`src/rtl/mem_bus_arbiter_pkg.sv`:
```
// Shared state encoding and owner codes for the two-master memory bus arbiter.
package mem_bus_arbiter_pkg;

  typedef enum logic [1:0] {
    ST_IDLE = 2'd0,
    ST_BUSY = 2'd1,
    ST_RESP = 2'd2
  } arb_state_e;

  localparam logic [1:0] OWNER_NONE = 2'b00;
  localparam logic [1:0] OWNER_M0   = 2'b01;
  localparam logic [1:0] OWNER_M1   = 2'b10;

endpackage

```
`src/rtl/mem_bus_arbiter_rr_pick2.sv`:
```
// Two-request round-robin selector; grant is one-hot, last = 1 means m1 won previously.
module rr_pick2
  import mem_bus_arbiter_pkg::*;
(
  input  logic [1:0] req,
  input  logic       last,
  output logic [1:0] grant
);

  always_comb begin
    grant = req;
    if (req == 2'b11) begin
      grant = last ? OWNER_M0 : OWNER_M1;
    end
  end

endmodule

```
`src/rtl/mem_bus_arbiter.sv`:
```
// Round-robin arbiter sharing one ROM/RAM bus between two masters.
// Optional memory timeout abort is enabled by defining ARB_TIMEOUT_EN.
module mem_bus_arbiter
  import mem_bus_arbiter_pkg::*;
#(
  parameter int unsigned ADDR_W  = 8,
  parameter int unsigned DATA_W  = 8,
  parameter int unsigned TIMEOUT = 15
) (
  input  logic              clk,
  input  logic              reset,
  input  logic              m0_read,
  input  logic              m0_write,
  input  logic [ADDR_W-1:0] m0_address,
  input  logic [DATA_W-1:0] m0_wdata,
  output logic [DATA_W-1:0] m0_rdata,
  output logic              m0_ready,
  input  logic              m1_read,
  input  logic              m1_write,
  input  logic [ADDR_W-1:0] m1_address,
  input  logic [DATA_W-1:0] m1_wdata,
  output logic [DATA_W-1:0] m1_rdata,
  output logic              m1_ready,
  output logic              rom_read,
  output logic              ram_read,
  output logic              ram_write,
  output logic [ADDR_W-2:0] mem_address,
  output logic [DATA_W-1:0] mem_wdata,
  input  logic [DATA_W-1:0] rom_rdata,
  input  logic [DATA_W-1:0] ram_rdata,
  input  logic              mem_ready,
  output logic [1:0]        owner,
  output logic              rom_wr_err,
  output logic              timeout_err
);

  localparam int unsigned SEL = ADDR_W - 1;

  arb_state_e        state_q, state_d;
  logic              last_q, last_d;
  logic [1:0]        owner_q, owner_d;
  logic [ADDR_W-1:0] addr_q, addr_d;
  logic [DATA_W-1:0] wdata_q, wdata_d;
  logic              wr_q, wr_d;
  logic              rom_rd_q, rom_rd_d;
  logic              ram_rd_q, ram_rd_d;
  logic              ram_wr_q, ram_wr_d;
  logic [DATA_W-1:0] m0_rdata_q, m0_rdata_d;
  logic [DATA_W-1:0] m1_rdata_q, m1_rdata_d;
  logic              m0_rdy_q, m0_rdy_d;
  logic              m1_rdy_q, m1_rdy_d;
  logic              rom_err_q, rom_err_d;

  logic [1:0]        req_c;
  logic [1:0]        grant_c;
  logic              rom_write_c;
  logic [DATA_W-1:0] rd_sel_c;

`ifdef ARB_TIMEOUT_EN
  localparam int unsigned CNT_W = $clog2(TIMEOUT + 1);
  logic [CNT_W-1:0]  cnt_q, cnt_d;
  logic              to_err_q, to_err_d;
  logic              to_hit_c;
  // Limit is hit on the last BUSY cycle the counter allows without mem_ready.
  assign to_hit_c = (cnt_q == CNT_W'(TIMEOUT - 1));
`else
  logic              unused_timeout;
  assign unused_timeout = ^TIMEOUT;
`endif

  assign req_c       = {m1_read | m1_write, m0_read | m0_write};
  assign rom_write_c = wr_q & ~addr_q[SEL];
  assign rd_sel_c    = addr_q[SEL] ? ram_rdata : rom_rdata;

  rr_pick2 u_pick (
    .req   (req_c),
    .last  (last_q),
    .grant (grant_c)
  );

  // Next-state and next-output logic.
  always_comb begin
    state_d    = state_q;
    last_d     = last_q;
    owner_d    = owner_q;
    addr_d     = addr_q;
    wdata_d    = wdata_q;
    wr_d       = wr_q;
    rom_rd_d   = rom_rd_q;
    ram_rd_d   = ram_rd_q;
    ram_wr_d   = ram_wr_q;
    m0_rdata_d = m0_rdata_q;
    m1_rdata_d = m1_rdata_q;
    m0_rdy_d   = 1'b0;
    m1_rdy_d   = 1'b0;
    rom_err_d  = rom_err_q;
`ifdef ARB_TIMEOUT_EN
    cnt_d      = cnt_q;
    to_err_d   = to_err_q;
`endif

    case (state_q)
      ST_IDLE: begin
        if (grant_c != OWNER_NONE) begin
          owner_d = grant_c;
          if (grant_c[1]) begin
            addr_d  = m1_address;
            wdata_d = m1_wdata;
            wr_d    = m1_write;
          end else begin
            addr_d  = m0_address;
            wdata_d = m0_wdata;
            wr_d    = m0_write;
          end
          // A write into ROM space raises no strobe at all.
          rom_rd_d = ~addr_d[SEL] & ~wr_d;
          ram_rd_d =  addr_d[SEL] & ~wr_d;
          ram_wr_d =  addr_d[SEL] &  wr_d;
`ifdef ARB_TIMEOUT_EN
          cnt_d    = '0;
`endif
          state_d  = ST_BUSY;
        end
      end

      ST_BUSY: begin
        if (rom_write_c) begin
          rom_err_d = 1'b1;
          state_d   = ST_RESP;
        end else if (mem_ready) begin
          if (!wr_q) begin
            if (owner_q[1]) m1_rdata_d = rd_sel_c;
            else            m0_rdata_d = rd_sel_c;
          end
          state_d = ST_RESP;
`ifdef ARB_TIMEOUT_EN
        end else if (to_hit_c) begin
          if (owner_q[1]) m1_rdata_d = '1;
          else            m0_rdata_d = '1;
          to_err_d = 1'b1;
          state_d  = ST_RESP;
        end else begin
          cnt_d = cnt_q + CNT_W'(1);
`endif
        end

        if (state_d == ST_RESP) begin
          rom_rd_d = 1'b0;
          ram_rd_d = 1'b0;
          ram_wr_d = 1'b0;
          m0_rdy_d = owner_q[0];
          m1_rdy_d = owner_q[1];
        end
      end

      ST_RESP: begin
        last_d  = owner_q[1];
        owner_d = OWNER_NONE;
        state_d = ST_IDLE;
      end

      default: begin
        state_d = ST_IDLE;
      end
    endcase
  end

  always_ff @(posedge clk or negedge reset) begin
    if (!reset) begin
      state_q    <= ST_IDLE;
      last_q     <= 1'b1;
      owner_q    <= OWNER_NONE;
      addr_q     <= '0;
      wdata_q    <= '0;
      wr_q       <= 1'b0;
      rom_rd_q   <= 1'b0;
      ram_rd_q   <= 1'b0;
      ram_wr_q   <= 1'b0;
      m0_rdata_q <= '0;
      m1_rdata_q <= '0;
      m0_rdy_q   <= 1'b0;
      m1_rdy_q   <= 1'b0;
      rom_err_q  <= 1'b0;
`ifdef ARB_TIMEOUT_EN
      cnt_q      <= '0;
      to_err_q   <= 1'b0;
`endif
    end else begin
      state_q    <= state_d;
      last_q     <= last_d;
      owner_q    <= owner_d;
      addr_q     <= addr_d;
      wdata_q    <= wdata_d;
      wr_q       <= wr_d;
      rom_rd_q   <= rom_rd_d;
      ram_rd_q   <= ram_rd_d;
      ram_wr_q   <= ram_wr_d;
      m0_rdata_q <= m0_rdata_d;
      m1_rdata_q <= m1_rdata_d;
      m0_rdy_q   <= m0_rdy_d;
      m1_rdy_q   <= m1_rdy_d;
      rom_err_q  <= rom_err_d;
`ifdef ARB_TIMEOUT_EN
      cnt_q      <= cnt_d;
      to_err_q   <= to_err_d;
`endif
    end
  end

  assign rom_read    = rom_rd_q;
  assign ram_read    = ram_rd_q;
  assign ram_write   = ram_wr_q;
  assign mem_address = addr_q[ADDR_W-2:0];
  assign mem_wdata   = wdata_q;
  assign owner       = owner_q;
  assign m0_rdata    = m0_rdata_q;
  assign m1_rdata    = m1_rdata_q;
  assign m0_ready    = m0_rdy_q;
  assign m1_ready    = m1_rdy_q;
  assign rom_wr_err  = rom_err_q;
`ifdef ARB_TIMEOUT_EN
  assign timeout_err = to_err_q;
`else
  assign timeout_err = 1'b0;
`endif

endmodule

```
`config.mk`:
```
export PLATFORM = sky130hd
export DESIGN_NAME = mem_bus_arbiter
export DESIGN_NICKNAME = d
export VERILOG_FILES = /design/src/rtl/mem_bus_arbiter_pkg.sv /design/src/rtl/mem_bus_arbiter_rr_pick2.sv /design/src/rtl/mem_bus_arbiter.sv
export SDC_FILE = /design/constraint.sdc
export NUM_CORES = 1
export LEC_CHECK = 0
export ABC_AREA = 1
export ABC_CLOCK_PERIOD_IN_PS = 2100
export CORE_UTILIZATION = 40
export CTS_CLUSTER_DIAMETER = 50
export CTS_CLUSTER_SIZE = 25
export DETAILED_ROUTE_END_ITERATION = 8
export PLACE_DENSITY = 0.76
export SETUP_SLACK_MARGIN = 0.05
export SYNTH_ARGS = -nofsm -noshare
export SYNTH_HDL_FRONTEND = slang
export SYNTH_SLANG_ARGS = --single-unit
```
`constraint.sdc`:
```
create_clock -name clk -period 2.1 [get_ports clk]
set_clock_uncertainty 0.2 [all_clocks]
set_input_delay 0.42 -clock clk [delete_from_list [all_inputs] [get_ports clk]]
set_output_delay 0.42 -clock clk [all_outputs]
set_load 0.02 [all_outputs]
```
==> flow_summary.yaml <==
outcome:
  outcome: "finished clean"
flow_run:
  maxCapViolCount: 0
synthesis:
  syn-instance-count: 288
  yosysWarnings: 0
  synth_compound_area_share_pct: 10.5
  synthTopCellsByCount: "nand2_1, dfrtp_1, inv_1, nor2_1, o21ai_0"
  synth_area_um2: 2240
  ys_ff_latch: 44
  synth-adder-area-share_pct: 0
  synth_top_family_by_area: "simple AND/OR/NAND/NOR gates"
  ys_dominant_reg_cell: "dfrtp_1"
  syn_nets: 343
  synth-simple-area-share_pct: 27.2
  yosysUniqueCellTypes: 26
  synth_area_leader_cell: "dfrtp_1"
  yosys.area.top_type_share_pct: 48.1
  synth_mux_area_share_pct: 0
  synthTopCellsByArea: "dfrtp_1, nand2_1, inv_1"
  synthXorXnorAreaFrac_pct: 0
  async_flop_share_pct: 100
  synth-edff-count: 0
  yosysMostFrequentCell: "nand2_1"
  avgSynthCellArea_um2: 7.77
  yosysSeqAreaShare_pct: 49.3
layout:
  nFillCells: 472
  ff_latch_area_um2: 1100
  multi_input_area_um2: 846
  area_growth_pct: 48.4
  instances_no_fill: 451
  nets: 436
  diodes: 0
  drive_above_1_share_pct: 9.71
sta:
  fmax_mhz: 519
  finalSetupTns_ns: 0
  fin_crit_ns: 1.93
  fin_crit_sh_pct: 91.7
  drv_slew: 0
  setup_viol: 0
  fin_ws_ns: 0.174
  hold_violations: 0
  rsz0062_at_grt: "false"
clocking:
  post_cts_resized: 0
  cts.htree.levels: 2
  cts_setup_buffers: 0
  cts_buffers: 5
  cts_buffer_depth: 2
  cts_tree: "done"
  clkTransAtPathRegs_ns: 0.08
  cts.sinks: 44
  clock_latency_ns: 0.30
  root_buffer: "clkbuf_8"
  cts_hold_buf: 1
routing:
  vias_per_cell: 4.57
  vias: 2059
  dr.pass1.iters: 4
  drt_iter0_markers: 83
  drc: 0
  wl_per_cell_um: 11.5
  ant_nets: 0
  drt-total-wl_um: 5200
floorplanning:
  rows: 26
  io_pins: 95
  die_area_um2: 5900
  die_h_um: 76.8
  start_util_pct: 42.7
  fp.coreArea_um2: 5240
  die_w_um: 76.8
critical_path:
  endpoint_kind: "output port"
  crit_path_start_kind: "flop"
  cp_data_required_time_ns: 1.48
  critPathSlowestCell: "clkdlybuf4s50_1"
  path_max_fanout: 2
  slowest_delay_ns: 0.62
  worstSetupPathType: "reg -> out"
  crit_buf_inv: 1
  crit_chain: "clkdlybuf4s50_1"
  critical_path_arrival_ns: 1.31
  path_delay_family: "buffers and inverters"
place:
  buffer_ports.inserted: 93
  place_ws_ns: 0.0926
  dp.cells: 443
  dp_hpwl_um: 4030
  gp_congestion: 0.811
global_routing:
  grt_pass1_wl_um: 9220
  antenna_found_initial: 0
  grt.total_usage_pct: 19.8
  overflow: 0
  grt_pass1_vias: 2063
  grt_max_degree: 34
min_path:
  hp-class: "reg -> reg"
power:
  p_leak_uw: 0.00163
  pwr_density_cell_nw_per_um2: 1390
  ir_drop_uv: 621
area by class of cell:
type / instances / area share [%]
clock buffers: 6 / 2.19
clock inverters: 1 / 0.151
inverters: 44 / 4.98
multi-input cells: 183 / 25.5
flip-flops and latches: 44 / 33.2
well taps: 70 / 2.64
repair buffers: 103 / 31.4
logic make-up after synthesis:
group	after synthesis
other	1
DFF	44
and+or+nand+nor	141
AOI/OAI and AO/OA	41
buffers and inverters	61
cell usage in the layout (no fill, tap or decap), types with 6 or more instances in the layout:
cell / n
buf_4: 6
clkdlybuf4s50_1: 92
dfrtp_1: 43
inv_1: 39
nand2_1: 102
nand3_1: 10
nor2_1: 17
o21ai_0: 17
o21ai_1: 15
sequential cells by signal, summed over array words and instances (netlist names):
name	cells
ram_write	1
m1_rdata	8
m0_ready	1
rom_wr_err	1
state_q	2
owner	2
wr_q	1
mem_wdata	8
m1_ready	1
last_q	1
m0_rdata	8
ram_read	1
addr_q	8
rom_read	1
routing by layer:
metal  part of all wire, %  vias up  global-route usage, %
met1                    43      925                   23.3
met2                    46       78                   33.5
li1                      -     1050                      -
met4                   1.3        0                   6.35
met3                   9.3        6                   7.02
met5                     0        -                      0
worst paths after layout:
path | slack (ns) | to | startpoint | cells past startpoint
max | 0.17 | mem_address[0] | addr_q[0]$_DFFE_PN0P_ | 1
min | 0.29 | m1_rdata[5]$_DFFE_PN0P_ | m1_rdata[5]$_DFFE_PN0P_ | 2
max reg2reg | 0.62 | mem_wdata[3]$_DFFE_PN0P_ | state_q[0]$_DFFE_PN0P_ | 6
min reg2reg | 0.29 | m1_rdata[5]$_DFFE_PN0P_ | m1_rdata[5]$_DFFE_PN0P_ | 2
max in group asynchronous | 0.68 | last_q$_DFFE_PN1P_ | reset | 3
min in group asynchronous | 0.39 | m1_rdata[4]$_DFFE_PN0P_ | reset | 2
power breakdown:
group / switching (uW) / internal (uW) / total, uW
clock: 280 / 226 / 507
combinational: 1430 / 1160 / 2600
sequential: 242 / 1250 / 1500
stage by stage:
step | power (uW) | utilization, % | instance area [um^2] | hold WS (ns)
after CTS | 4650 | 63.4 | 3320 | 0.289
after detailed placement | 4130 | 61.7 | 3230 | 0.193
after global routing | 4980 | 63.4 | 3320 | 0.306
after global placement | 4070 | 61.7 | 3230 | 0.193
final | 4600 | 63.4 | 3320 | 0.289
after floorplan | 3040 | - | 2240 | -0.0756
(Power assumes the default switching activity.)
